File: src/rtl/reg8file_arbiter.sv
// Two-client round-robin front end for an 8x8 register file; sequences INIT_VAL into all registers after reset.
// Write/read acks are combinational same-cycle grants; read data returns one cycle after rack; losers hold req.
module reg8file_arbiter #(
    parameter logic [7:0] INIT_VAL = 8'h00,
    parameter bit         BYPASS   = 1'b0
) (
    input  logic       clk,
    input  logic       clr,
    input  logic       a_wreq,
    input  logic [2:0] a_waddr,
    input  logic [7:0] a_wdata,
    output logic       a_wack,
    input  logic       b_wreq,
    input  logic [2:0] b_waddr,
    input  logic [7:0] b_wdata,
    output logic       b_wack,
    input  logic       a_rreq,
    input  logic [2:0] a_raddr,
    output logic       a_rack,
    output logic       a_rvalid,
    output logic [7:0] a_rdata,
    input  logic       b_rreq,
    input  logic [2:0] b_raddr,
    output logic       b_rack,
    output logic       b_rvalid,
    output logic [7:0] b_rdata,
    output logic       busy,
    output logic       rf_en,
    output logic [2:0] rf_wsel,
    output logic [7:0] rf_d,
    output logic [2:0] rf_rsel,
    input  logic [7:0] rf_q
);

    typedef enum logic [1:0] {
        RST_WAIT = 2'd0,
        INIT     = 2'd1,
        RUN      = 2'd2
    } state_t;

    typedef struct packed {
        logic       en;
        logic [2:0] sel;
        logic [7:0] dat;
    } wr_t;

    state_t     state, state_nxt;
    logic [2:0] cnt, cnt_nxt;
    logic       wprio, rprio;     // 0 = A has priority, 1 = B
    logic       run;
    wr_t        wr;
    logic [7:0] rd_val;

    always_ff @(posedge clk or negedge clr) begin
        if (!clr) begin
            state <= RST_WAIT;
            cnt   <= 3'd0;
        end else begin
            state <= state_nxt;
            cnt   <= cnt_nxt;
        end
    end

    always_comb begin
        state_nxt = state;
        cnt_nxt   = cnt;
        case (state)
            RST_WAIT: state_nxt = INIT;
            INIT: begin
                if (cnt == 3'd7) begin
                    state_nxt = RUN;
                    cnt_nxt   = 3'd0;
                end else begin
                    cnt_nxt = cnt + 3'd1;
                end
            end
            RUN:     state_nxt = RUN;
            default: state_nxt = RST_WAIT;
        endcase
    end

    assign run  = (state == RUN);
    assign busy = !run;

    // Ties go to the prioritised client; a lone requester always wins.
    assign a_wack = run && a_wreq && (!b_wreq || !wprio);
    assign b_wack = run && b_wreq && (!a_wreq ||  wprio);
    assign a_rack = run && a_rreq && (!b_rreq || !rprio);
    assign b_rack = run && b_rreq && (!a_rreq ||  rprio);

    always_comb begin
        wr = '0;
        if (state == INIT) begin
            wr.en  = 1'b1;
            wr.sel = cnt;
            wr.dat = INIT_VAL;
        end else if (a_wack) begin
            wr.en  = 1'b1;
            wr.sel = a_waddr;
            wr.dat = a_wdata;
        end else if (b_wack) begin
            wr.en  = 1'b1;
            wr.sel = b_waddr;
            wr.dat = b_wdata;
        end
    end

    assign rf_en   = wr.en;
    assign rf_wsel = wr.sel;
    assign rf_d    = wr.dat;

    always_comb begin
        rf_rsel = 3'd0;
        if (a_rack)
            rf_rsel = a_raddr;
        else if (b_rack)
            rf_rsel = b_raddr;
    end

    // A same-cycle write to the read address is only forwarded when BYPASS is set.
    always_comb begin
        rd_val = rf_q;
        if (BYPASS && run && wr.en && (wr.sel == rf_rsel))
            rd_val = wr.dat;
    end

    always_ff @(posedge clk or negedge clr) begin
        if (!clr) begin
            wprio <= 1'b0;
            rprio <= 1'b0;
        end else begin
            if (a_wack)
                wprio <= 1'b1;
            else if (b_wack)
                wprio <= 1'b0;
            if (a_rack)
                rprio <= 1'b1;
            else if (b_rack)
                rprio <= 1'b0;
        end
    end

    always_ff @(posedge clk or negedge clr) begin
        if (!clr) begin
            a_rvalid <= 1'b0;
            b_rvalid <= 1'b0;
            a_rdata  <= 8'h00;
            b_rdata  <= 8'h00;
        end else begin
            a_rvalid <= a_rack;
            b_rvalid <= b_rack;
            if (a_rack)
                a_rdata <= rd_val;
            if (b_rack)
                b_rdata <= rd_val;
        end
    end

endmodule

File: config.mk
export PLATFORM = sky130hd
export DESIGN_NAME = reg8file_arbiter
export DESIGN_NICKNAME = d
export VERILOG_FILES = /design/src/rtl/reg8file_arbiter.sv
export SDC_FILE = /design/constraint.sdc
export NUM_CORES = 1
export LEC_CHECK = 0
export BUFFER_PORTS_ARGS = -buffer_cell sky130_fd_sc_hd__buf_2
export CAP_MARGIN = 20
export CORE_MARGIN = 2
export CORE_UTILIZATION = 39
export DETAILED_ROUTE_END_ITERATION = 8
export GPL_ROUTABILITY_DRIVEN = 0
export MAX_ROUTING_LAYER = met4
export PLACE_DENSITY_LB_ADDON = 0.08
export SLEW_MARGIN = 30
export SYNTH_ARGS = -nofsm -noshare
export SYNTH_HDL_FRONTEND = slang
export SYNTH_SLANG_ARGS = --single-unit
File: constraint.sdc
create_clock -name clk -period 1.5 [get_ports clk]
set_input_delay 0.225 -clock clk [delete_from_list [all_inputs] [get_ports clk]]
set_output_delay 0.225 -clock clk [all_outputs]
set_load 0.005 [all_outputs]
==> results.toml, run 1 <==
[cts]
cts_tree = "yes"
cts.sinks = 25
clk_pin_slew_worst_paths_ns = 0.14
htreeDepth = 1
clk_latency_ns = 0.32
clockRootBuffer = "clkbuf_4"
cts_buffers = 3
clk_path_buf_depth = 2

[sta]
slew_violations = 0
finalCriticalPeriod_ns = 1.89
max_freq_ghz = 0.529
finalClockSkew_ns = 0.0149
worst_pin_slew_ns = 0.541
post-route-period-util_pct = 126
max_slew_margin_pct = 63.9
rsz0062_at_grt = "yes"
hold_violations = 0
fin_hold_ws_ns = 0.130
postLayoutSetupSlackWorst_ns = -0.391
setup_violations = 35

[detailed_routing]
ant_nets = 0
vias = 1311
drt-pass1-iter-count = 6
drc = 0
wl_um = 3520
drt_iter0_markers = 45
viasPerCell = 4.82
routedWlPerCell_um = 12.9

[power]
power_density_nw_per_um2 = 772
internal-power_mw = 1.21
comb_power_share_pct = 34.3
peakVddDrop_v = 0.000717
p_sw_share_pct = 28.2
seqPwrFrac_pct = 47.9
p_leak_nw = 1.16
clkPwrFrac_pct = 17.8
switchingPower_mw = 0.473

[die]
io_pins = 80
initial_core_util_pct = 40.4
fp.coreArea_um2 = 3310
chipWidth_um = 62.6
dieArea_um2 = 3910
die_y_um = 62.6
rows = 21

[synthesis]
syn-num-nets = 170
synth_seq_area_share_pct = 46.8
ys_ff_latch = 25
syn_area_per_cell_um2 = 10.9
syn_area_um2 = 1340
synth_cell_types = 25
synthCells = 123
yosysWarnings = 0

[setup_path]
crit_chain = "ha_4 -> and2_4 -> and2_4 -> or3_1 -> buf_2"
path_max_fanout = 3
slowest_delay_ns = 0.43
critPathCapture = "rf_en"
setup.worst_path.start = "state[1]$_DFFE_PN0P_"
critical_path.endpoint_type = "output port"
r2r_slack_ns = -0.17
worstReg2RegStart = "state[0]$_DFFE_PN0P_"
cpMaxStageDelayCell = "dfrtp_1"
r2r_cells = 9
required_ns = 1.27
cp_common_cell = "and2_4"
cp-start-kind = "flip-flop"
crit_arrival_ns = 1.67
timing.rr.end = "b_rdata[4]$_DFFE_PN0N_"
crit_type = "flip-flop to output port"

[global_route]
grt_pass1_wl_um = 5600
antenna_found_initial = 0
overflow = 0
grt_util_all_layers_pct = 18.1
first_global_vias = 1249
grt_max_degree = 26

[hold_path]
hold_class = "input port to flip-flop"

[placement]
port_buffers = 79
dp_hpwl_um = 2400

[run_status]
status = "finished with violations"
violations = "negative setup slack"

[cells_and_area]
nFillCells = 275
final_cell_mix = "buf_2, dfrtp_1, nand3_1, mux2_4"
areaGrowthSynthToFinish_pct = 62.8
drive_gt1_share_pct = 61.9
final_core_util_pct = 65.8
final_common_cell = "buf_2"
fin_nets = 274
n_antenna_cell = 0

[run]
drv_cap = 0
[power groups by stage]
stage,combinational [mW],sequential [mW],clock [mW]
after floorplan,0.210,0.817,0
after global routing,0.624,0.816,0.341
after CTS,0.569,0.802,0.305
after detailed placement,0.455,0.811,0
after global placement,0.448,0.806,0
final,0.577,0.804,0.299
[sequential cells by signal, indices dropped and copies added, names as in the netlist]
signal,count
a_rdata,8
a_rvalid,1
b_rdata,8
b_rvalid,1
cnt,3
rprio,1
state,2
wprio,1
[per-stage QoR]
step                      worst slack [ns]  cell area, um^2  setup TNS, ns  power (mW)  cells
after floorplan                    0.00453             1340              0        1.03    123
after global placement             -0.0694             1860         -0.525        1.25    254
after detailed placement            -0.108             1860          -1.35        1.27    254
after CTS                           -0.383             2150          -7.34        1.68    272
after global routing                -0.476             2180         -10.69        1.78    272
final                               -0.391             2180          -7.65        1.68    272
[worst min path at each step]
stage               startpoint                endpoint  slack (ns)  cells past startpoint
floorplan                  clr  a_rdata[0]$_DFFE_PN0P_       -0.07                      0
global placement           clr  b_rdata[6]$_DFFE_PN0N_        0.24                      1
detailed placement         clr  b_rdata[2]$_DFFE_PN0N_        0.25                      1
CTS                    rf_q[2]  a_rdata[2]$_DFFE_PN0P_        0.13                      2
global route           rf_q[2]  a_rdata[2]$_DFFE_PN0P_        0.12                      2
finish                 rf_q[2]  a_rdata[2]$_DFFE_PN0P_        0.13                      2
[critical path, delay by kind of cell (launching register included)]
family	cells	cell delay, ns
fa+ha+maj	1	0.19
buf+inv	1	0.13
flops	1	0.43
simple gates	3	0.61
[synthesized netlist by cell type]
cell type  number  area share [%]
dfrtp_1        25              47
nand3_1        16             6.0
mux2_1         11             9.3
nand2_1        10             2.8
a21oi_1         9             3.4
inv_1           8             2.2
mux2_4          6             6.7
ha_1            5             4.7
a22o_1          3             2.0
and2_1          3             1.4
buf_6           3             2.5
nand4b_1        3             2.0
o21ai_1         3             1.1
o311ai_1        3             2.0
a21oi_2         2             1.3
buf_2           2            0.75
clkbuf_1        2            0.56
nand2b_1        2            0.94
buf_4           1            0.56
inv_2           1            0.28
mux2i_1         1            0.75
nand2_4         1            0.84
nor2_1          1            0.28
o22ai_1         1            0.47
or3_1           1            0.47
[layout make-up]
| class | count | area, um^2 | area share, % |
|---|---|---|---|
| clock buffers | 3 | 22.5 | 1.03 |
| clock inverters | 1 | 5.00 | 0.230 |
| inverters | 9 | 33.8 | 1.55 |
| multi-input cells | 81 | 733 | 33.7 |
| flip-flops and latches | 25 | 626 | 28.7 |
| well taps | 46 | 57.6 | 2.64 |
| repair buffers | 107 | 699 | 32.1 |
[logic make-up after synthesis]
group                      Yosys count  synth area share [%]
DFF                                 25                  46.8
and+or+nand+nor                     37                  14.7
buffers and inverters               17                  6.92
AOI/OAI and AO/OA                   21                  10.2
muxes                               18                  16.7
adders and majority gates            5                  4.68
[timing repair]
action / CTS / global route
resized for setup: 34 / 10
setup endpoints to repair: 31 / 36
endpoints found under the hold margin: 25 / 0
hold buffers: 1 / 0
setup buffers: 14 / 5
pin swaps: 6 / 5
[per-layer routing]
| layer | track usage (%) | up-vias | routed length [um] |
|---|---|---|---|
| met5 | - | - | 0 |
| met2 | 31.0 | 42 | 1780 |
| met4 | 3.33 | 0 | 34 |
| met3 | 4.68 | 6 | 190 |
| met1 | 21.8 | 628 | 1510 |
| li1 | - | 635 | - |
No activity file was read; power rests on OpenSTA's default activity.
==> run 2, diff against run 1 <==
--- a/config.mk
+++ b/config.mk
@@ -7,13 +7,14 @@
 export LEC_CHECK = 0
 export BUFFER_PORTS_ARGS = -buffer_cell sky130_fd_sc_hd__buf_2
 export CAP_MARGIN = 20
-export CORE_MARGIN = 2
+export CORE_MARGIN = 1
 export CORE_UTILIZATION = 39
 export DETAILED_ROUTE_END_ITERATION = 8
 export GPL_ROUTABILITY_DRIVEN = 0
 export MAX_ROUTING_LAYER = met4
 export PLACE_DENSITY_LB_ADDON = 0.08
-export SLEW_MARGIN = 30
+export SKIP_CTS_REPAIR_TIMING = 1
+export SLEW_MARGIN = 20
 export SYNTH_ARGS = -nofsm -noshare
 export SYNTH_HDL_FRONTEND = slang
 export SYNTH_SLANG_ARGS = --single-unit
==> run 2 against run 1 <==
Against the previous run:
- critical path depth up 1
- fmax up 0.20%
- largest power group unchanged
- the flow still finishes with violations (negative setup slack)
- final area up 2.3%
- critical path type unchanged
==> results.toml, run 2 (synthesized netlist as in run 1, its figures left out) <==
[cts]
cts_buffers = 3
clk_latency_ns = 0.33
cts.sinks = 25
clk_path_buf_depth = 2
cts_tree = "yes"
clk_pin_slew_worst_paths_ns = 0.16
htreeDepth = 1
clockRootBuffer = "clkbuf_4"

[sta]
rsz0062_at_grt = "yes"
postLayoutSetupSlackWorst_ns = -0.387
post-route-period-util_pct = 126
final.setup.tns_ns = -7.60
max_slew_margin_pct = 62.5
finalCriticalPeriod_ns = 1.89
worst_pin_slew_ns = 0.563
fin_hold_ws_ns = 0.108
setup_violations = 33
finalClockSkew_ns = 0.0144
hold_violations = 0
slew_violations = 0
max_freq_ghz = 0.530

[power]
switchingPower_mw = 0.512
p_sw_share_pct = 29.7
peakVddDrop_v = 0.000441
internal-power_mw = 1.21
power_density_nw_per_um2 = 773
clkPwrFrac_pct = 19.5
comb_power_share_pct = 34.0
p_leak_nw = 1.16
seqPwrFrac_pct = 46.5

[global_route]
first_global_vias = 1122
grt_util_all_layers_pct = 18.1
antenna_found_initial = 0
grt_pass1_wl_um = 4800
grt_max_degree = 26
overflow = 0

[setup_path]
crit_type = "flip-flop to output port"
crit_chain = "ha_4 -> and2_4 -> nand2_4 -> inv_2 -> or3_1 -> buf_2"
path_buf_inv = 2
crit_arrival_ns = 1.66
slowest_delay_ns = 0.44
r2r_slack_ns = -0.21
crit_family = "simple AND/OR/NAND/NOR gates"
timing.rr.end = "a_rdata[1]$_DFFE_PN0P_"
cpMaxStageDelayCell = "dfrtp_1"
worstReg2RegStart = "state[0]$_DFFE_PN0P_"
required_ns = 1.27
cp-start-kind = "flip-flop"
critical_path.endpoint_type = "output port"
r2r_cells = 8
path_max_fanout = 5

[die]
io_pins = 80
chipWidth_um = 60.6
dieArea_um2 = 3670
die_y_um = 60.6
initial_core_util_pct = 42.4
fp.coreArea_um2 = 3150
rows = 20

[run_status]
status = "finished with violations"
violations = "negative setup slack"

[cells_and_area]
fin_nets = 279
final_core_util_pct = 70.6
largestRegisters = "a_rdata (8), b_rdata (8), cnt (3)"
nFillCells = 259
n_antenna_cell = 0
final_cell_mix = "buf_2, buf_4, dfrtp_1, mux2_1, nand2_1"
instances_no_fill = 275
final_common_cell = "buf_2"
areaGrowthSynthToFinish_pct = 66.5
drive_gt1_share_pct = 63.6

[detailed_routing]
routedWlPerCell_um = 13.5
drt-pass1-iter-count = 3
vias = 1322
wl_um = 3730
drc = 0
drt_iter0_markers = 19
ant_nets = 0
viasPerCell = 4.81

[placement]
dp_hpwl_um = 2370
port_buffers = 79
dp_cells = 248

[hold_path]
min_path_cells = 2
hold_class = "input port to flip-flop"
hold_end = "a_rdata[0]$_DFFE_PN0P_"
min_from = "rf_q[0]"

[run]
drv_cap = 0
==> run 2: cell count changes in the layout (fill, tap and decap cells not counted), sizes merged <==
cell	before	now
inv	9	10
clkinv	1	0
buf	106	109
clkbuf	3	5
==> run 2: metrics by stage <==
stage	setup WS (ns)	total power, mW	instance area, um^2
floorplan	0.00453	1.03	1340
global placement	-0.0531	1.25	1840
detailed placement	-0.104	1.27	1840
CTS	-0.496	1.60	1880
global route	-0.479	1.83	2230
finish	-0.387	1.72	2230
==> run 2: layer usage <==
metal / wire [um] / share of wire [%] / track usage, % / up-vias
li1: - / - / - / 648
met4: 12 / 0.32 / 4.55 / 0
met1: 1490 / 40 / 21.3 / 624
met5: 0 / 0 / - / -
met3: 193 / 5.2 / 3.41 / 2
met2: 2030 / 54 / 31.9 / 48
==> run 2: area by class of cell <==
class	instances	area (um^2)	share of cell area, %
multi-input combinational	81	749	33.7
timing repair buffer	112	732	32.9
sequential	25	626	28.1
tap	44	55.1	2.47
inverter	9	33.8	1.52
clock buffer	3	22.5	1.01
clock inverter	1	8.76	0.393
==> run 2: how the worst max path moves through the flow <==
stage | startpoint | to | slack [ns] | cells past startpoint
after floorplan | state[0]$_DFFE_PN0P_ | rf_en | 0.005 | 7
after global placement | state[0]$_DFFE_PN0P_ | rf_d[2] | -0.05 | 7
after detailed placement | state[0]$_DFFE_PN0P_ | rf_d[7] | -0.10 | 7
after CTS | state[0]$_DFFE_PN0P_ | rf_d[7] | -0.50 | 7
after global routing | state[0]$_DFFE_PN0P_ | rf_en | -0.48 | 7
final | state[1]$_DFFE_PN0P_ | rf_en | -0.39 | 6
==> run 2: worst register-to-register path, stage by stage (launching register included) <==
cell	delay (ns)
dfrtp_1	0.41
inv_2	0.08
ha_4	0.15
nand2_1	0.12
a21oi_4	0.18
buf_4	0.15
clkbuf_16	0.13
buf_4	0.10
mux2_1	0.30
==> run 2: power by group through the flow <==
stage                     Clock (mW)  Combinational [mW]  Sequential (mW)
after floorplan                    0               0.210            0.817
after global routing           0.377               0.640            0.811
after global placement             0               0.445            0.806
after CTS                      0.346               0.457            0.799
final                          0.336               0.585            0.802
after detailed placement           0               0.456            0.811
